`config.mk`:
```
export PLATFORM = sky130hd
export DESIGN_NAME = bmp_stream_packer
export DESIGN_NICKNAME = d
export VERILOG_FILES = /design/src/rtl/bmp_stream_packer.sv
export SDC_FILE = /design/constraint.sdc
export NUM_CORES = 1
export LEC_CHECK = 0
export CAP_MARGIN = 20
export CORE_UTILIZATION = 25
export DETAILED_ROUTE_END_ITERATION = 8
export GPL_ROUTABILITY_DRIVEN = 1
export REMOVE_ABC_BUFFERS = 1
export SKIP_LAST_GASP = 1
export SLEW_MARGIN = 20
export SYNTH_ARGS = -nofsm -noshare
export SYNTH_HDL_FRONTEND = slang
export SYNTH_SLANG_ARGS = --single-unit
```
`constraint.sdc`:
```
create_clock -name r_sysclk -period 15.7 [get_ports r_sysclk]
set_clock_uncertainty 0.15 [all_clocks]
set_input_delay 2.355 -clock r_sysclk [delete_from_list [all_inputs] [get_ports r_sysclk]]
set_output_delay 2.355 -clock r_sysclk [all_outputs]
set_load 0.005 [all_outputs]
```
`src/rtl/bmp_stream_packer.sv`:
```
// Captures SOF0 dimensions from a JPEG byte stream, buffers decoded RGB pixels
// and streams out a complete BMP file (header, pixels, row padding) over valid/ready.
module bmp_stream_packer #(
  parameter int COLOR_PRECISION = 8,
  parameter int BPP             = 24,
  parameter int FIFO_DEPTH      = 16,
  parameter int DIM_W           = 16,
  parameter int TOP_DOWN        = 0
) (
  input  logic                       r_sysclk,
  input  logic                       r_arst,
  input  logic                       i_jpg_byte_en,
  input  logic [7:0]                 i_jpg_byte,
  input  logic                       i_de,
  input  logic [COLOR_PRECISION-1:0] i_R,
  input  logic [COLOR_PRECISION-1:0] i_G,
  input  logic [COLOR_PRECISION-1:0] i_B,
  output logic                       o_byte_valid,
  output logic [7:0]                 o_byte,
  input  logic                       i_byte_ready,
  output logic                       o_sof_seen,
  output logic [DIM_W-1:0]           o_width,
  output logic [DIM_W-1:0]           o_height,
  output logic                       o_overflow,
  output logic                       o_frame_done
);

  localparam int AW = $clog2(FIFO_DEPTH);
  localparam int BPB = BPP / 8;
  localparam logic [1:0] LAST_SEL = 2'(BPB - 1);
  localparam logic [AW:0] FULL_CNT = FIFO_DEPTH[AW:0];
  localparam logic [DIM_W-1:0] ONE = 1;

  if (BPP != 24 && BPP != 32) begin : g_bpp_check
    $error("bmp_stream_packer: BPP must be 24 or 32");
  end

  typedef enum logic [2:0] {S_IDLE, S_HEADER, S_PIXEL, S_PAD, S_DONE} state_t;

  state_t state, state_n;
  logic [15:0] hist;
  logic parsing, sof_seen, overflow;
  logic [2:0] pidx;
  logic [7:0] hi_byte;
  logic [DIM_W-1:0] width, height;
  logic [23:0] mem [FIFO_DEPTH];
  logic [AW-1:0] wptr, rptr;
  logic [AW:0] count;
  logic fifo_full, fifo_empty, push, pop;
  logic [23:0] head;
  logic [31:0] bytes_row, stride, img_size, file_size, height_field;
  logic [1:0] pad;
  logic [5:0] hdr_idx, hdr_idx_n;
  logic [1:0] byte_sel, byte_sel_n, pad_cnt, pad_cnt_n;
  logic [DIM_W-1:0] col, col_n, row, row_n;
  logic row_end;

  function automatic logic [7:0] msb8(input logic [COLOR_PRECISION-1:0] c);
    logic [COLOR_PRECISION+7:0] w;
    w = {c, 8'h00};
    return w[COLOR_PRECISION+7 -: 8];
  endfunction

  function automatic logic [7:0] hdr_byte(input logic [5:0] i, input logic [31:0] fsz,
                                          input logic [31:0] isz, input logic [31:0] wd,
                                          input logic [31:0] ht);
    case (i)
      6'd0: return 8'h42;       6'd1: return 8'h4D;
      6'd2: return fsz[7:0];    6'd3: return fsz[15:8];
      6'd4: return fsz[23:16];  6'd5: return fsz[31:24];
      6'd10: return 8'h36;      6'd14: return 8'h28;
      6'd18: return wd[7:0];    6'd19: return wd[15:8];
      6'd20: return wd[23:16];  6'd21: return wd[31:24];
      6'd22: return ht[7:0];    6'd23: return ht[15:8];
      6'd24: return ht[23:16];  6'd25: return ht[31:24];
      6'd26: return 8'h01;      6'd28: return 8'(BPP);
      6'd34: return isz[7:0];   6'd35: return isz[15:8];
      6'd36: return isz[23:16]; 6'd37: return isz[31:24];
      6'd38, 6'd42: return 8'h13;
      6'd39, 6'd43: return 8'h0B;
      default: return 8'h00;
    endcase
  endfunction

  // SOF0 parser: bytes after FFC0 are Lh Ll P Hh Hl Wh Wl (pidx 0..6)
  always_ff @(posedge r_sysclk or posedge r_arst) begin
    if (r_arst) begin
      hist <= '0; parsing <= 1'b0; pidx <= '0; hi_byte <= '0;
      width <= '0; height <= '0; sof_seen <= 1'b0;
    end else begin
      if (state == S_DONE) sof_seen <= 1'b0;
      if (i_jpg_byte_en) begin
        hist <= {hist[7:0], i_jpg_byte};
        if (parsing) begin
          pidx <= pidx + 3'd1;
          case (pidx)
            3'd3, 3'd5: hi_byte <= i_jpg_byte;
            3'd4: height <= DIM_W'({hi_byte, i_jpg_byte});
            3'd6: begin
              width    <= DIM_W'({hi_byte, i_jpg_byte});
              parsing  <= 1'b0;
              sof_seen <= 1'b1;
            end
            default: ;
          endcase
        end else if (!sof_seen && hist == 16'hFFC0) begin
          parsing <= 1'b1;
          pidx    <= 3'd1;
        end
      end
    end
  end

  // Pixel FIFO; a push into a full FIFO is allowed when the same cycle pops
  assign fifo_full  = (count == FULL_CNT);
  assign fifo_empty = (count == '0);
  assign head = mem[rptr];
  assign pop  = o_byte_valid && i_byte_ready && (state == S_PIXEL) && (byte_sel == LAST_SEL);
  assign push = i_de && sof_seen && (!fifo_full || pop);

  always_ff @(posedge r_sysclk) begin
    if (push) mem[wptr] <= {msb8(i_R), msb8(i_G), msb8(i_B)};
  end

  always_ff @(posedge r_sysclk or posedge r_arst) begin
    if (r_arst) begin
      wptr <= '0; rptr <= '0; count <= '0; overflow <= 1'b0;
    end else begin
      if (push) wptr <= wptr + AW'(1);
      if (pop)  rptr <= rptr + AW'(1);
      case ({push, pop})
        2'b10:   count <= count + 1'b1;
        2'b01:   count <= count - 1'b1;
        default: ;
      endcase
      if (i_de && sof_seen && !push) overflow <= 1'b1;
    end
  end

  assign bytes_row    = 32'(width) * 32'(BPB);
  assign pad          = 2'(32'd0 - bytes_row);
  assign stride       = bytes_row + 32'(pad);
  assign img_size     = stride * 32'(height);
  assign file_size    = img_size + 32'd54;
  assign height_field = (TOP_DOWN != 0) ? 32'd0 - 32'(height) : 32'(height);

  // Output FSM
  always_ff @(posedge r_sysclk or posedge r_arst) begin
    if (r_arst) begin
      state <= S_IDLE; hdr_idx <= '0; byte_sel <= '0;
      pad_cnt <= '0; col <= '0; row <= '0;
    end else begin
      state <= state_n; hdr_idx <= hdr_idx_n; byte_sel <= byte_sel_n;
      pad_cnt <= pad_cnt_n; col <= col_n; row <= row_n;
    end
  end

  always_comb begin
    state_n = state; hdr_idx_n = hdr_idx; byte_sel_n = byte_sel;
    pad_cnt_n = pad_cnt; col_n = col; row_n = row;
    row_end = 1'b0;
    o_byte_valid = 1'b0; o_byte = 8'h00; o_frame_done = 1'b0;
    case (state)
      S_IDLE: begin
        hdr_idx_n = '0; byte_sel_n = '0; pad_cnt_n = '0; col_n = '0; row_n = '0;
        if (sof_seen) state_n = S_HEADER;
      end
      S_HEADER: begin
        o_byte_valid = 1'b1;
        o_byte = hdr_byte(hdr_idx, file_size, img_size, 32'(width), height_field);
        if (i_byte_ready) begin
          hdr_idx_n = hdr_idx + 6'd1;
          if (hdr_idx == 6'd53)
            state_n = (width == '0 || height == '0) ? S_DONE : S_PIXEL;
        end
      end
      S_PIXEL: begin
        o_byte_valid = !fifo_empty;
        case (byte_sel)
          2'd0:    o_byte = head[7:0];
          2'd1:    o_byte = head[15:8];
          2'd2:    o_byte = head[23:16];
          default: o_byte = 8'hFF;
        endcase
        if (o_byte_valid && i_byte_ready) begin
          if (byte_sel == LAST_SEL) begin
            byte_sel_n = '0;
            if (col == width - ONE) begin
              if (pad != 2'd0) begin
                state_n = S_PAD;
                col_n   = '0;
              end else row_end = 1'b1;
            end else col_n = col + ONE;
          end else byte_sel_n = byte_sel + 2'd1;
        end
      end
      S_PAD: begin
        o_byte_valid = 1'b1;
        if (i_byte_ready) begin
          if (pad_cnt == pad - 2'd1) row_end = 1'b1;
          else pad_cnt_n = pad_cnt + 2'd1;
        end
      end
      S_DONE: begin
        o_frame_done = 1'b1;
        state_n = S_IDLE;
      end
      default: state_n = S_IDLE;
    endcase
    if (row_end) begin
      col_n = '0; pad_cnt_n = '0;
      if (row == height - ONE) state_n = S_DONE;
      else begin
        row_n   = row + ONE;
        state_n = S_PIXEL;
      end
    end
  end

  assign o_sof_seen = sof_seen;
  assign o_width    = width;
  assign o_height   = height;
  assign o_overflow = overflow;

endmodule
```
# Word-level counts from Yosys, hierarchy flattened
# Memory sizes are Yosys's and may differ from the RTL's.
# Index checks and enable logic that the tools add are counted.
# op_classes
n_addsub	16
multipliers	2
n_div	0
order_cmp	0
eq_ne	52
shift	0
mux	53
bitwise	0
n_reduce_logical	40
# op_table
op	count
8-bit case mux with 20 select lines	1
16-bit 2-to-1 mux	8
6-bit equality test (second input constant)	9
6-bit by 5-bit equality test with 1-bit output (second input constant)	6
3-bit 2-to-1 mux	12
16-bit by 1-bit adder with 16-bit output (second input constant)	2
32-bit by 6-bit adder with 32-bit output (second input constant)	1
16-bit equality test	2
16-bit logical NOT	2
19-bit by 16-bit multiplier with 32-bit output	1
16-bit case mux with 2 select lines	1
16-bit by 1-bit subtractor with 16-bit output (second input constant)	2
8-bit case mux with 3 select lines	1
18-bit by 2-bit adder with 19-bit output	1
16-bit by 2-bit multiplier with 18-bit output (second input constant)	1
16-bit equality test (second input constant)	1
1-bit 2-to-1 mux	16
8-bit case mux with 2 select lines	1
3-bit inequality test (second input constant)	5
3-bit equality test (second input constant)	4
6-bit by 2-bit equality test with 1-bit output (second input constant)	2
6-bit by 3-bit equality test with 1-bit output (second input constant)	2
6-bit by 4-bit equality test with 1-bit output (second input constant)	2
3-bit by 2-bit inequality test with 1-bit output (second input constant)	4
39 further kinds	76
# word_totals
register_bits	120
latchBits	0
ram_bits	384
mem_bits_ro	0
in_bits	37
out_inout_bits	44
word_cells	181
memories	1
# mem_list
name	depth	word_bits	rd	rd_clocked_by_memory_dff	wr	line_no	source
mem	16	24	1	0	1	46	logic [23:0] mem [FIFO_DEPTH];

# Longest topological paths before layout
# Gate-level depths: netlist of the first run.
# logic_depth
ltp_word	10
mapped_depth	36
mapped_depth_nobuf	33

# Least setup slack after synthesis of the first run
# OpenSTA, ideal clock, no wires.
# synth_timing
path_kind	flip-flop to output port
start	register width[1] (netlist: o_width[1])
end	output o_byte[7]
arrival_time_ns	9.222
required_ns	13.195
slack_ns	3.973
path_stages_with_launch	34
path_buffers	1
cell_sequence	dfrtp_1 -> ha_1 -> fa_1 -> a211o_1 -> o21ai_0 -> xnor2_1 -> nand4_1 -> nor3b_1 -> nand2_1 -> or3_1 -> xnor2_1 -> clkbuf_1 -> nand2_1 -> fa_1 -> fa_1 -> fa_1 -> inv_1 -> fa_1 -> fa_1 -> inv_1 -> fa_1 -> inv_1 -> ha_1 -> a21oi_1 -> o21ai_0 -> a221o_1 -> and2_1 -> a211oi_2 -> nand4_1 -> nor4b_1 -> nand3_1 -> xnor3_2 -> nor3_2 -> a211oi_2
# synth_via
elab_chain_cells	7
# synth_lines
element	line_no	source
from (decl)	45	logic [DIM_W-1:0] width, height;
from (signal assigned)	100	width <= DIM_W'({hi_byte, i_jpg_byte});
16-bit by 2-bit multiplier with 18-bit output (*)	140	assign bytes_row = 32'(width) * 32'(BPB);
1-bit by 2-bit subtractor with 2-bit output	141	assign pad = 2'(32'd0 - bytes_row);
18-bit by 2-bit adder with 19-bit output (*)	142	assign stride = bytes_row + 32'(pad);
19-bit by 16-bit multiplier with 32-bit output (*)	143	assign img_size = stride * 32'(height);
32-bit by 6-bit adder with 32-bit output	144	assign file_size = img_size + 32'd54;
8-bit case mux with 20 select lines (*)	67	case (i)
8-bit case mux with 2 select lines (*)	163	case (state)
to (decl)	19	output logic [7:0] o_byte,
# Mark *: on every way between the ends. The rest lies on a longest branch, timed or not.

# Worst setup path after layout of the first run
# layout_timing
start	register width[2] (netlist: o_width[2])
end	output o_byte[0]
# layout_via
elab_chain_cells	6
# layout_lines
element	line_no
16-bit by 2-bit multiplier with 18-bit output (*)	140
18-bit by 2-bit adder with 19-bit output (*)	142
19-bit by 16-bit multiplier with 32-bit output (*)	143
32-bit by 6-bit adder with 32-bit output	144
8-bit case mux with 20 select lines (*)	67
8-bit case mux with 2 select lines (*)	163
# Marked as above.

==> metrics.md, run 1 <==
| Metric | Value |
|---|---|
| Clk_lat worst skew | `around 620 ps` |
| Die ar. | `about 130000 um2` |
| Most instantiated library cell after synthesis | `edfxtp_1` |
| Most frequent CP cell | `fa_1` |
| Status | `complete, no violations` |
| Crit path max-delay cell type | `clkdlybuf4s50_1` |
| Placed insts | `approximately 4500` |
| Die H | `about 370 um` |
| Post-cts repair resize count | `0` |
| Post-synth ARST share | `a little under a quarter` |
| DRT iter0 DRCs | `between 1500 and 2000` |
| CTS max path bufs | `3` |
| Clk pin slew, worst setup/hold paths | `about 60 ps` |
| Post-DR wirelength/cell | `around 19 um` |
| Number of vias per cell | `4.66` |
| WP data required | `~13000 ps` |
| Slew Limit Headroom | `~31%` |
| Core Area | `roughly 130000 um2` |
| Mean Syn Cell Area | `roughly 12 um2` |
| First-pass iteration count of the detailed router | `6` |
| Final nets | `approximately 3200` |
| IO Port Bufs | `80` |
| Dominant cells by area after synthesis | `edfxtp_1, fa_1, dfrtp_1` |
| Fin. max-slew vios | `0` |
| First-pass GRT wire length | `between 100000 and 150000 um` |
| Top cells by count, synth | `edfxtp_1, inv_1, nand2_1` |
| Gr ovfl total | `0` |
| TritonCTS clock tree | `built` |
| Initial antenna violation count | `7` |
| Critical path type | `register to output port` |
| Startpoint Class | `register` |
| Vias in the first global route | `roughly 22000` |
| Final Wtd Congestion | `around 0.9` |
| ANT nets after route | `0` |
| Highest Clock Rate | `0.0705 GHz` |
| Yosys top cell by area | `edfxtp_1` |
| I/O pin total | `81` |
| Final Util | `roughly 29%` |
| RSZ-0062 raised after global routing | `no` |
| Worst hold path class | `register to register` |
| Syn Inst Count | `roughly 2700` |
| Dpl hpwl | `roughly 60000 um` |
| Clock sink count | `504` |
| Post-synthesis sequential area ratio | `between 40% and 50%` |
| Clock root buffer | `clkbuf_16` |
| Final WL | `roughly 87000 um` |
| Max cap viols | `0` |
| Hold depth | `1` |
| Ys flop type | `edfxtp_1` |
| Area delta synth->final | `14.6%` |
| EDFF count, synth | `between 300 and 400` |
| Critical path fanouts, max | `16` |
| Top-area cell type share of the netlist area | `between 30% and 40%` |
| Critical Path End Type | `output port` |
| Final setup viols | `0` |
| Fin. Hold Viols | `0` |
| TritonCTS buffer count | `53` |
| Die width | `~370 um` |
| Min Tclk post-route | `roughly 14000 ps` |
| YS warnings | `0` |
| Post-route insts no fill | `roughly 4600` |
| DRC | `0` |
| Reg2Reg Depth | `13` |
| Critical Path AT | `~12000 ps` |
| Setup repair bufs after CTS | `0` |
| Largest net degree at the start of global routing | `81` |
| Site Rows | `approximately 130` |
| Total global-route track usage | `roughly 13%` |
| Initial Utilization | `25.2%` |
| Synthesized cell area | `roughly 33000 um2` |
| Via count | `~21000` |
| Hold buffers post-CTS | `0` |
| Max stage delay on crit path | `approximately 560 ps` |
| Final TNS setup | `0 ps` |
| Yosys cell types | `92` |
| Layout cells sized above 1 | `12.7%` |
| Seq cells post-synth | `504` |
| Fin crit share | `between 90 and 100%` |
| Slew @ Worst Pin | `roughly 1000 ps` |
| H-tree lvl count | `2` |
state kept, by name (all words and copies together), names as in the netlist, 5 cells and up:
register,flops
row,16
mem,384
count,5
col,16
hist,16
hi_byte,8
o_height,16
o_width,16
hdr_idx,6
path summary, 6_finish.rpt:
path | from | to | slack, ps
min in group asynchronous | r_arst | row[0] | 1980
max in group asynchronous | r_arst | o_height[10] | 12300
worst max-delay path | o_width[2] | o_byte[0] | 1510
worst min-delay path | count[4] | count[4] | 350
worst max register to register | o_width[0] | row[15] | 11000
worst min register to register | count[4] | count[4] | 350
stage by stage:
step / hold slack, ps / area, um2 / setup WS [ps]
2_1_floorplan: 318 / 32800 / 3860
3_3_place_gp: 317 / 36200 / 2260
3_5_place_dp: 328 / 36200 / 2260
4_1_cts: 355 / 38100 / 1530
5_1_grt: 374 / 38100 / 443
6_report: 351 / 38100 / 1510
layer usage:
| metal | global-route usage (%) | vias to the layer above | part of all wire (%) |
|---|---|---|---|
| met4 | 2.90 | 8 | 1.9 |
| met2 | 22.1 | 603 | 49 |
| li1 | - | 9658 | - |
| met1 | 17.1 | 10900 | 43 |
| met5 | 0 | - | 0.061 |
| met3 | 2.12 | 106 | 5.9 |
area by class of cell:
| cell class | count | area [um2] |
|---|---|---|
| Sequential cell | 504 | 14500 |
| Fill cell | 13300 | 93500 |
| Inverter | 305 | 1150 |
| Clock inverter | 33 | 459 |
| Clock buffer | 65 | 1380 |
| Antenna cell | 1 | 2.50 |
| Multi-Input combinational cell | 1777 | 17100 |
| Timing Repair Buffer | 134 | 1210 |
| Tap cell | 1755 | 2200 |
logic make-up (layout without fill, tap and decap cells):
family	after synthesis	count (layout)	share of synthesized area (%)
compound gates	324	324	6.83
other cells	2	17	0.0226
fa+ha+maj	366	366	18.8
xor+xnor	147	147	3.94
mux	192	192	10.5
buf+inv	427	537	4.88
simple gates	732	732	11.3
flops	504	504	43.7
worst max-delay path, delay by kind of cell, from the launching register on:
kind,cells,cell delay (ps)
adder cells (fa/ha/maj),8,3820
flip-flops,1,530
AND/OR/NAND/NOR,11,2800
XOR/XNOR,3,640
AO/OA/AOI/OAI,6,2180
buffers and inverters,7,1090
cell usage in the layout, fill, tap and decap left out, types with 59 or more instances in the layout:
cell               n
nand2_1          274
mux4_2           120
ha_1             144
nor2_1            83
clkdlybuf4s50_1   80
xnor2_1           97
edfxtp_1         384
inv_1            304
o21ai_0           76
mux2_2            59
and2_1           132
dfrtp_1          117
fa_1             222
Power of run 1 is left out: the tool's default activity adds up to more than one toggle a clock period on the data nets, which glitch-free logic cannot reach.
==> run 2, diff against run 1 <==
--- a/config.mk
+++ b/config.mk
@@ -9,6 +9,8 @@
 export CORE_UTILIZATION = 25
 export DETAILED_ROUTE_END_ITERATION = 8
 export GPL_ROUTABILITY_DRIVEN = 1
+export GPL_TIMING_DRIVEN = 0
+export HOLD_SLACK_MARGIN = 0.02
 export REMOVE_ABC_BUFFERS = 1
 export SKIP_LAST_GASP = 1
 export SLEW_MARGIN = 20
==> run 2 against run 1 <==
Critical path depth decreased by 1. Die area unchanged. Sequential share of layout area fell by 0.61 points. Non-clock buffer count down 8. Via count decreased by 1.1%. Count of clock-buffer cells in the layout down 4. Utilization is 0.50 points higher. First-iteration DRC count decreased by 2.8%. Critical endpoint is now o_byte[6].
==> metrics.md, run 2 (same netlist as run 1, synthesis figures left out) <==
| Metric | Value |
|---|---|
| Hold buffers post-CTS | `0 (unchanged)` |
| Storage cell area | `14600 um2 (was 14500 um2)` |
| Critical path fanouts, max | `11 (was 16)` |
| TritonCTS buffer count | `51 (was 53)` |
| Most frequent CP cell | `fa_1 (unchanged)` |
| Levels on crit path | `34 (was 35)` |
| Highest Clock Rate | `0.0675 GHz (was 0.0705 GHz)` |
| Die ar. | `134000 um2 (unchanged)` |
| Initial Utilization | `25.2% (unchanged)` |
| Post-cts repair resize count | `0 (unchanged)` |
| Critical R2R Launch | `o_width[0] (unchanged)` |
| ANT nets after route | `0 (unchanged)` |
| Site Rows | `133 (unchanged)` |
| Buf/Inv on CP | `5 (was 7)` |
| Clock root buffer | `clkbuf_16 (unchanged)` |
| Most frequent cells in the layout | `edfxtp_1, inv_1, nand2_1 (unchanged)` |
| Largest net degree at the start of global routing | `70 (was 81)` |
| Gr ovfl total | `0 (unchanged)` |
| Post-DR wirelength/cell | `18.4 um (was 19.1 um)` |
| Fin. max-slew vios | `0 (unchanged)` |
| Max stage delay on crit path | `700 ps (was 560 ps)` |
| CP startpoint | `o_width[0] (was o_width[2])` |
| Crit path max-delay cell type | `o311ai_1 (was clkdlybuf4s50_1)` |
| Status | `complete, no violations (unchanged)` |
| Hold Crit Endpoint | `o_overflow (was count[4])` |
| Post-route insts no fill | `4561 (was 4574)` |
| Vias in the first global route | `21900 (was 22000)` |
| Startpoint Class | `register (unchanged)` |
| Slew @ Worst Pin | `1150 ps (was 1040 ps)` |
| Final TNS setup | `0 ps (unchanged)` |
| Final setup viols | `0 (unchanged)` |
| Clk pin slew, worst setup/hold paths | `60 ps (about the same)` |
| Core Area | `132000 um2 (unchanged)` |
| Fin crit share | `94.4% (was 90.4%)` |
| Multi-input gate area | `17300 um2 (was 17100 um2)` |
| Area delta synth->final | `16.6% (was 14.6%)` |
| Min Tclk post-route | `14820 ps (was 14190 ps)` |
| Fill cell total of the finished layout | `13300 (about the same)` |
| CTS max path bufs | `3 (unchanged)` |
| Setup repair bufs after CTS | `0 (unchanged)` |
| TritonCTS clock tree | `built (unchanged)` |
| Layout cells sized above 1 | `14.1% (was 12.7%)` |
| I/O pin total | `81 (unchanged)` |
| Die width | `367 um (unchanged)` |
| Clock sink count | `504 (unchanged)` |
| Place WS | `1270 ps (was 2260 ps)` |
| Number of vias per cell | `4.62 (was 4.66)` |
| Hold depth | `1 (unchanged)` |
| Worst Min Path Start | `o_overflow (was count[4])` |
| DRT iter0 DRCs | `1517 (was 1561)` |
| Fin. Hold Viols | `0 (unchanged)` |
| Die H | `367 um (unchanged)` |
| Critical Path AT | `12320 ps (was 11690 ps)` |
| First-pass GRT wire length | `132000 um (was 135000 um)` |
| RSZ-0062 raised after global routing | `no (unchanged)` |
| Via count | `21100 (was 21300)` |
| DRC | `0 (unchanged)` |
| PnR worst setup slack | `879 ps (was 1510 ps)` |
| Dpl hpwl | `61200 um (was 60300 um)` |
| R2R Setup Slk | `10860 ps (was 11000 ps)` |
| Final Util | `29.4% (was 28.9%)` |
| WP data required | `13200 ps (about the same)` |
| Clk_lat worst skew | `610 ps (was 620 ps)` |
| Final WL | `83800 um (was 87200 um)` |
| First-pass iteration count of the detailed router | `5 (was 6)` |
| Register name with the most flops | `mem (unchanged)` |
| Reg2Reg Depth | `13 (unchanged)` |
| Total global-route track usage | `12.5% (was 13.0%)` |
| IO Port Bufs | `80 (unchanged)` |
| Critical path type | `register to output port (unchanged)` |
| Final Wtd Congestion | `0.831 (was 0.887)` |
| Initial antenna violation count | `10 (was 7)` |
| Commonest non-fill, non-tap cell in the layout | `edfxtp_1 (unchanged)` |
| Antenna Cells | `0 (was 1)` |
| Delay-heaviest family, CP | `adder cells (unchanged)` |
| Max cap viols | `0 (unchanged)` |
| Slew Limit Headroom | `23.3% (was 30.8%)` |
| H-tree lvl count | `2 (unchanged)` |
| Final nets | `3168 (was 3178)` |
| Critical Path End Type | `output port (unchanged)` |
| Placed insts | `4467 (was 4475)` |
| Reg2reg end | `row[15] (unchanged)` |
| Worst hold path class | `register to register (unchanged)` |
| Max FFs per register | `384 (unchanged)` |
==> run 2: worst max path at each step <==
stage / to / slack [ps]
CTS: o_byte[1] / 570
detailed placement: o_byte[1] / 1270
global route: o_byte[6] / 110
finish: o_byte[6] / 880
floorplan: o_byte[7] / 3860
global placement: o_byte[0] / 500
==> run 2: layout make-up <==
type                    instances  share of cell area [%]
clock buffers                  61                    3.49
flip-flops and latches        504                    37.6
multi-input cells            1777                    44.7
repair buffers                126                    4.40
clock inverters                33                    1.16
well taps                    1755                    5.67
inverters                     305                    2.97
==> run 2: through the flow <==
| stage | instance area, um2 | hold slack [ps] |
|---|---|---|
| after floorplan | 32800 | 318 |
| after global placement | 35800 | 336 |
| after detailed placement | 36900 | 324 |
| after CTS | 38700 | 350 |
| after global routing | 38700 | 360 |
| final | 38700 | 351 |
==> run 2: metal layers <==
layer / up-vias / track usage, % / wire length (um)
met4: 8 / 3.02 / 1860
met5: - / 0 / 52
met1: 10800 / 17.0 / 37200
met3: 115 / 1.48 / 3710
li1: 9632 / - / -
met2: 494 / 21.2 / 40900
Power of run 2 is left out for the same reason.
==> run 3, diff against run 2 <==
--- a/config.mk
+++ b/config.mk
@@ -6,6 +6,7 @@
 export NUM_CORES = 1
 export LEC_CHECK = 0
 export CAP_MARGIN = 20
+export CORE_MARGIN = 2
 export CORE_UTILIZATION = 25
 export DETAILED_ROUTE_END_ITERATION = 8
 export GPL_ROUTABILITY_DRIVEN = 1
==> run 3 against run 2 <==
Worst setup slack lost 130 ps. Critical endpoint unchanged. Largest cell class unchanged. Flip-flop and latch count unchanged. Worst hold slack improved by 1.8 ps. Design area fell by 0.55%.
==> metrics.md, run 3 (same netlist as run 1, synthesis figures left out) <==
| Metric | Value |
|---|---|
| Status | `complete, no violations (unchanged)` |
| Layout cells sized above 1 | `13.9% (was 14.1%)` |
| Reg2Reg Depth | `13 (unchanged)` |
| Max FFs per register | `384 (unchanged)` |
| Gr ovfl total | `0 (unchanged)` |
| Final setup viols | `0 (unchanged)` |
| Die H | `369 um (was 367 um)` |
| Fin. Hold Viols | `0 (unchanged)` |
| Largest net degree at the start of global routing | `73 (was 70)` |
| Register name with the most flops | `mem (unchanged)` |
| Die width | `369 um (was 367 um)` |
| I/O pin total | `81 (unchanged)` |
| Initial Utilization | `25.2% (unchanged)` |
| Most frequent cells in the layout | `edfxtp_1, inv_1, nand2_1 (unchanged)` |
| Total global-route track usage | `12.3% (was 12.5%)` |
| Max stage delay on crit path | `690 ps (was 700 ps)` |
| Clk pin slew, worst setup/hold paths | `60 ps (about the same)` |
| Fin crit share | `95.2% (was 94.4%)` |
| Most frequent CP cell | `fa_1 (unchanged)` |
| Clk_lat worst skew | `600 ps (was 610 ps)` |
| Site Rows | `133 (unchanged)` |
| Final nets | `3162 (was 3168)` |
| Critical path type | `register to output port (unchanged)` |
| Critical R2R Launch | `o_width[0] (unchanged)` |
| IO Port Bufs | `80 (unchanged)` |
| Clock root buffer | `clkbuf_16 (unchanged)` |
| Critical path fanouts, max | `16 (was 11)` |
| Worst hold path class | `register to register (unchanged)` |
| R2R Setup Slk | `10840 ps (was 10860 ps)` |
| Slew Limit Headroom | `26.7% (was 23.3%)` |
| DRC | `0 (unchanged)` |
| Multi-input gate area | `17300 um2 (about the same)` |
| WP data required | `13200 ps (about the same)` |
| TritonCTS clock tree | `built (unchanged)` |
| Crit path capture | `o_byte[6] (unchanged)` |
| Via count | `21100 (about the same)` |
| CTS max path bufs | `3 (unchanged)` |
| Clock sink count | `504 (unchanged)` |
| Die ar. | `136000 um2 (was 134000 um2)` |
| Min Tclk post-route | `14950 ps (was 14820 ps)` |
| ANT nets after route | `0 (unchanged)` |
| Critical Path AT | `12450 ps (was 12320 ps)` |
| Vias in the first global route | `21900 (about the same)` |
| Critical Path End Type | `output port (unchanged)` |
| Core Area | `132000 um2 (unchanged)` |
| Number of vias per cell | `4.63 (was 4.62)` |
| Dpl hpwl | `60400 um (was 61200 um)` |
| Post-DR wirelength/cell | `18.3 um (was 18.4 um)` |
| Max cap viols | `0 (unchanged)` |
| RSZ-0062 raised after global routing | `no (unchanged)` |
| First-pass iteration count of the detailed router | `6 (was 5)` |
| Slew @ Worst Pin | `1100 ps (was 1150 ps)` |
| Final TNS setup | `0 ps (unchanged)` |
| Final WL | `83500 um (was 83800 um)` |
| Fill cell total of the finished layout | `13200 (was 13300)` |
| Area delta synth->final | `15.9% (was 16.6%)` |
| Fin. max-slew vios | `0 (unchanged)` |
| DRT iter0 DRCs | `1632 (was 1517)` |
| Final Wtd Congestion | `0.835 (was 0.831)` |
| Storage cell area | `14600 um2 (about the same)` |
| Initial antenna violation count | `14 (was 10)` |
| Highest Clock Rate | `0.0669 GHz (was 0.0675 GHz)` |
| Crit path max-delay cell type | `o311ai_1 (unchanged)` |
| First-pass GRT wire length | `130000 um (was 132000 um)` |
| Startpoint Class | `register (unchanged)` |
| CP startpoint | `o_width[0] (unchanged)` |
| H-tree lvl count | `2 (unchanged)` |
| Commonest non-fill, non-tap cell in the layout | `edfxtp_1 (unchanged)` |
| Reg2reg end | `row[15] (unchanged)` |
| TritonCTS buffer count | `50 (was 51)` |
run 3: cell count changes in the layout (fill, tap and decap cells not counted), moves of 3 or more:
cell       before  now
clkinv_1       11    7
clkbuf_1        6   11
buf_6          16   13
bufinv_16       8    5
run 3: area by class of cell:
class	count	share of cell area, %
Multi-Input combinational cell	1777	45.0
Timing Repair Buffer	121	4.21
Inverter	305	2.98
Clock buffer	63	3.43
Clock inverter	29	0.896
Sequential cell	504	37.8
Tap cell	1755	5.70
Antenna cell	2	0.0130
run 3: worst min path at each step:
stage                    start         end  slack (ps)  cells after the start
floorplan           o_overflow  o_overflow         320                      1
global placement      hist[12]    hist[12]         330                      1
detailed placement    hist[12]    hist[12]         340                      1
CTS                   hist[12]    hist[12]         360                      1
global route          count[4]    count[4]         380                      1
finish                hist[12]    hist[12]         350                      1
run 3: per-stage QoR:
stage	cells	hold slack (ps)	worst slack [ps]	cell area [um2]	utilization, %
floorplan	2586	318	3860	32800	-
global placement	4421	332	520	35800	27.2
detailed placement	4462	341	1280	36800	28.0
CTS	4554	356	593	38500	29.2
global route	4554	378	60.8	38500	29.3
finish	4556	353	748	38500	29.3
run 3: layer usage:
| metal | routed length [um] | vias to the layer above | share of wire (%) | GRT usage, % |
|---|---|---|---|---|
| met2 | 40300 | 587 | 48 | 20.7 |
| met1 | 36300 | 10700 | 43 | 16.4 |
| met5 | 70 | - | 0.084 | 0 |
| li1 | - | 9633 | - | - |
| met4 | 2080 | 10 | 2.5 | 3.26 |
| met3 | 4780 | 139 | 5.7 | 1.84 |
run 3: critical path, delay by kind of cell, from the launching register on:
family / cells / cell delay [ps]
AO/OA/AOI/OAI: 8 / 3180
adder cells (fa/ha/maj): 9 / 4280
XOR/XNOR: 3 / 1180
buffers and inverters: 4 / 740
flip-flops: 1 / 540
AND/OR/NAND/NOR: 9 / 1890
run 3: timing repair:
item	CTS	global route
hold endpoints to repair	0	0
hold buffers	0	0
setup buffers	0	0
endpoints found under the setup margin	0	2
gates resized for setup	0	3
Power of run 3 is left out for the same reason.
